==> src/rtl/instr_loader.sv <==
// Framed program-image loader: parses sync/length/payload/checksum frames from a byte stream
// and forwards payload bytes to the instruction FIFO, pulsing done or err per frame.
module instr_loader #(
  parameter int unsigned DATA_WIDTH = 8,
  parameter int unsigned ADDR_WIDTH = 4,
  parameter logic [DATA_WIDTH-1:0] SYNC_BYTE = 8'hA5
) (
  input  logic                  clk,
  input  logic                  reset,
  input  logic                  in_valid,
  input  logic [DATA_WIDTH-1:0] in_data,
  output logic                  in_ready,
  input  logic                  fifo_full,
  output logic                  wr,
  output logic [DATA_WIDTH-1:0] opcode,
  output logic                  busy,
  output logic                  done,
  output logic                  err,
  output logic [ADDR_WIDTH:0]   load_count
);

  localparam int unsigned CntW   = ADDR_WIDTH + 1;
  localparam int unsigned MaxLen = 2 ** ADDR_WIDTH;

  typedef enum logic [2:0] {
    StIdle,
    StLen,
    StData,
    StChk,
    StDone,
    StErr
  } state_e;

  state_e                state_q;
  logic [CntW-1:0]       remaining_q;
  logic [CntW-1:0]       load_count_q;
  logic [DATA_WIDTH-1:0] checksum_q;
  logic                  done_q;
  logic                  err_q;

  logic accept;
  logic len_bad;

  always_comb begin
    in_ready = 1'b0;
    unique case (state_q)
      StIdle, StLen, StChk: in_ready = 1'b1;
      StData:               in_ready = ~fifo_full;
      default:              in_ready = 1'b0;
    endcase
  end

  assign accept = in_valid && in_ready;
  assign wr     = accept && (state_q == StData);
  assign opcode = wr ? in_data : '0;

  // Lengths are compared at 32 bits so N above the FIFO depth is caught whatever the widths.
  assign len_bad = (in_data == '0) || (32'(in_data) > MaxLen);

  assign busy       = (state_q != StIdle);
  assign done       = done_q;
  assign err        = err_q;
  assign load_count = load_count_q;

  always_ff @(posedge clk) begin
    if (reset) begin
      state_q      <= StIdle;
      remaining_q  <= '0;
      load_count_q <= '0;
      checksum_q   <= '0;
      done_q       <= 1'b0;
      err_q        <= 1'b0;
    end else begin
      done_q <= 1'b0;
      err_q  <= 1'b0;
      unique case (state_q)
        StIdle: begin
          if (accept && (in_data == SYNC_BYTE)) begin
            state_q      <= StLen;
            load_count_q <= '0;
            checksum_q   <= '0;
          end
        end
        StLen: begin
          if (accept) begin
            if (len_bad) begin
              state_q <= StErr;
              err_q   <= 1'b1;
            end else begin
              state_q     <= StData;
              remaining_q <= CntW'(in_data);
            end
          end
        end
        StData: begin
          if (accept) begin
            checksum_q   <= checksum_q + in_data;
            load_count_q <= load_count_q + CntW'(1);
            remaining_q  <= remaining_q - CntW'(1);
            if (remaining_q == CntW'(1)) begin
              state_q <= StChk;
            end
          end
        end
        StChk: begin
          if (accept) begin
            if (in_data == checksum_q) begin
              state_q <= StDone;
              done_q  <= 1'b1;
            end else begin
              state_q <= StErr;
              err_q   <= 1'b1;
            end
          end
        end
        StDone, StErr: begin
          state_q <= StIdle;
        end
        default: begin
          state_q <= StIdle;
        end
      endcase
    end
  end

endmodule
==> config.mk <==
export PLATFORM = sky130hd
export DESIGN_NAME = instr_loader
export DESIGN_NICKNAME = d
export VERILOG_FILES = /design/src/rtl/instr_loader.sv
export SDC_FILE = /design/constraint.sdc
export NUM_CORES = 1
export LEC_CHECK = 0
export ABC_CLOCK_PERIOD_IN_PS = 4600
export CAP_MARGIN = 5
export CORE_MARGIN = 1
export CORE_UTILIZATION = 55
export CTS_CLUSTER_DIAMETER = 100
export DETAILED_ROUTE_END_ITERATION = 10
export GPL_ROUTABILITY_DRIVEN = 0
export PLACE_DENSITY = 0.87
export SLEW_MARGIN = 20
export SYNTH_ARGS = -nofsm -noshare
export SYNTH_HDL_FRONTEND = slang
export SYNTH_SLANG_ARGS = --single-unit
==> constraint.sdc <==
create_clock -name clk -period 4.6 [get_ports clk]
set_input_delay 0.92 -clock clk [delete_from_list [all_inputs] [get_ports clk]]
set_output_delay 0.92 -clock clk [all_outputs]
set_load 0.005 [all_outputs]
==> impl_metrics.yaml <==
grt:
  number_of_antenna_violations_at_the_first_check_in_global_routing: 0
  globalRouteTotalUtil: 0.2655
  grt_start_max_net_pins: 14
  first_global_vias: 1469
  globalRoute.totalOverflow: 0
  first_pass_grt_wire_length_mm: 6.624
sta:
  maxClockFrequency_mhz: 285.0
  timing_hold_violations_final: 0
  post_route_skew_ns: 0.003582
  slew_violations: 0
  setup_viol: 0
  fin_tns_setup_ns: 0
  period_utilisation_layout: 0.7629
  tightest_slew_ns: 0.8736
  slew_headroom: 0.4112
  unrepaired_setup_endpoints_after_global_routing: "no"
  post-route-min-period_ns: 3.509
synthesis:
  synth_top_area_cell: "dfxtp_1"
  synth_area_um2: 1560
  synth_top_area_share: 0.2951
  yosysUniqueCellTypes: 44
  synth_enable_flop_cells: 0
  ys.flop_type: "dfxtp_1"
  ys_ff_latch: 23
  yosysWarningCount: 0
  async_reset_ff_frac: 0
  synth.area.top_cells: "dfxtp_1 30%, ha_1 8.0%, a21oi_1 5.1%"
  postSynthNetCount: 213
  avgSynthCellArea_um2: 8.212
  share_of_the_yosys_chip_area_belonging_to_registers: 0.2951
  post_synthesis_cells: 190
cts:
  numCtsBuffers: 3
  cts_tree: "built"
  worst_skew_pair.late_latency_ns: 0.32
  clk_pin_slew_worst_paths_ns: 0.13
  cts.sinks: 23
  cts.repair.resized: 0
  holdBufCountCts: 0
  ctsHtreeMaxLevel: 1
  clockBufferDepth: 2
  cts_root_buffer: "clkbuf_4"
  post_cts.repair.setup_buffers: 0
place:
  port-buffer-count: 29
  detailed_place_hpwl_mm: 3.163
  detailed_place.area_um2: 1873
  numPlacedInstances: 246
route:
  post_drt_via_cell_ratio: 6.240
  drt_iter0_markers: 58
  wl_per_instance_um: 16.05
  drt_wl_total_mm: 4.013
  detail_route.drc_violations: 0
  detail-route-antenna-nets: 0
  route.vias.total: 1560
  drt_first_pass_iters: 4
layout:
  area.growth.synth_to_final_pct: 21.81
  final_common_cell: "clkdlybuf4s50_1"
  layoutNonFillerInstCount: 250
  post_route_cells_drive_above_1_share: 0.04091
  area.sequential_um2: 460.4
  most-common-layout-cells: "29 x clkdlybuf4s50_1, 23 x dfxtp_1, 16 x a21oi_1, 16 x nand2_1, 12 x inv_1"
  layout.filler_cells: 208
  fin_nets: 244
  multi_input_comb_area_um2: 1032
  final_design_area_no_fill_um2: 1901
  antenna_cells_inserted: 0
worst_setup_path:
  worstPathCellList: "clkdlybuf4s50_1 > nand2b_1 > nor3_1 > buf_4 > and2_1 > clkdlybuf4s50_1"
  startpoint: "in_valid"
  arrival_ns: 2.59
  worstSetupEndpointType: "primary output"
  critPathMaxStageDelay_ns: 0.53
  r2r_worst_path_depth: 4
  worst-setup-path-type: "in2out"
  worst_setup_path_start_kind: "primary input"
  regToRegStartpoint: "state_q[2]"
  worst_path_most_repeated_cell: "clkdlybuf4s50_1"
  critical_path_peak_fanout: 12
  critPathRequiredTime_ns: 3.68
  timing.critical_path.slowest_stage_cell: "clkdlybuf4s50_1"
floorplanning:
  floorplan.die.width_um: 55.26
  rows: 18
  core_region_area_um2: 2567
  top_level_ports: 30
  design.die.area_um2: 3054
  initial_utilization: 0.6077
  die_h_um: 55.26
hold_path:
  hold_path.class: "reg2reg"
  min_delay_path_depth: 2
  timing.hold.worst.start: "remaining_q[1]"
power_and_ir_drop:
  p_per_area_nw_per_um2: 201.3
  ir_drop_worst_vdd_mv: 0.1724
  power_leakage_nw: 0.6873
run:
  maxCapViolCount: 0
outcome:
  run_status: "complete, no violations"
[cell families (layout without fill, tap and decap cells)]
group | Yosys count | after routing | share of synthesized area
muxes | 5 | 5 | 0.03208
DFF | 23 | 23 | 0.2951
and+or+nand+nor | 79 | 79 | 0.2863
xor gates and xnor gates | 8 | 8 | 0.04491
AOI/OAI and AO/OA | 48 | 48 | 0.2053
buffers and inverters | 16 | 46 | 0.04330
adders and majority gates | 11 | 11 | 0.09302
[layout make-up]
class | count | share of cell area
multi-input cells | 151 | 0.5431
inverters | 12 | 0.02370
flip-flops and latches | 23 | 0.2423
repair buffers | 30 | 0.1567
clock inverters | 1 | 0.002633
well taps | 30 | 0.01975
clock buffers | 3 | 0.01185
[layer usage]
metal | track usage | up-vias | part of all wire
met5 | 0 | - | 0
met4 | 0.1107 | 0 | 0.020
met3 | 0.03747 | 6 | 0.046
met2 | 0.4561 | 46 | 0.49
met1 | 0.3314 | 747 | 0.44
li1 | - | 761 | -
[cells in the mapped netlist (all sizes together), types with 2 or more instances]
cell type,number
clkbuf,3
dfxtp,23
inv,12
mux2i,5
nand3b,2
nand2,16
a211oi,3
o41ai,3
nand2b,5
a31oi,2
ha,10
o21ai,10
or3,3
a21oi,16
o21a,2
nor4b,3
and2,7
nor2b,3
nor4,8
or4,2
xnor2,7
nand3,3
nor3b,2
nor3,7
a211o,3
a32o,3
o32ai,2
nor2,12
[through the flow]
step | hold slack [ns] | utilization | setup slack (ns) | power (W)
finish | 0.4946 | 0.7403 | 1.091 | 0.0003826
global route | 0.5124 | 0.7403 | 0.9818 | 0.0004012
CTS | 0.4912 | 0.7403 | 1.095 | 0.0003838
detailed placement | 0.4714 | 0.7295 | 1.104 | 0.0002864
global placement | 0.4639 | 0.7295 | 1.179 | 0.0002838
floorplan | 0.4468 | - | 1.989 | 0.0002554
[sequential cells by signal, summed over array words and instances, names as in the netlist]
register     flops
err              1
checksum_q       8
load_count       5
remaining_q      5
done             1
state_q          3
[final timing paths]
path,endpoint,slack (ns)
min reg2reg,remaining_q[1],0.49
min,remaining_q[1],0.49
max,opcode[6],1.09
max reg2reg,load_count[2],2.38
[worst max-delay path, delay by kind of cell]
| family | cells | cell delay, ns |
|---|---|---|
| buffers and inverters | 3 | 1.22 |
| AND/OR/NAND/NOR | 3 | 0.45 |
[power breakdown]
| part | switching (W) | internal, W | total [W] |
|---|---|---|---|
| clock network | 0.0000660 | 0.0000326 | 0.0000986 |
| logic | 0.0000432 | 0.0000331 | 0.0000763 |
| registers | 0.00000498 | 0.000203 | 0.000208 |
No activity file was read; power rests on OpenSTA's default activity.
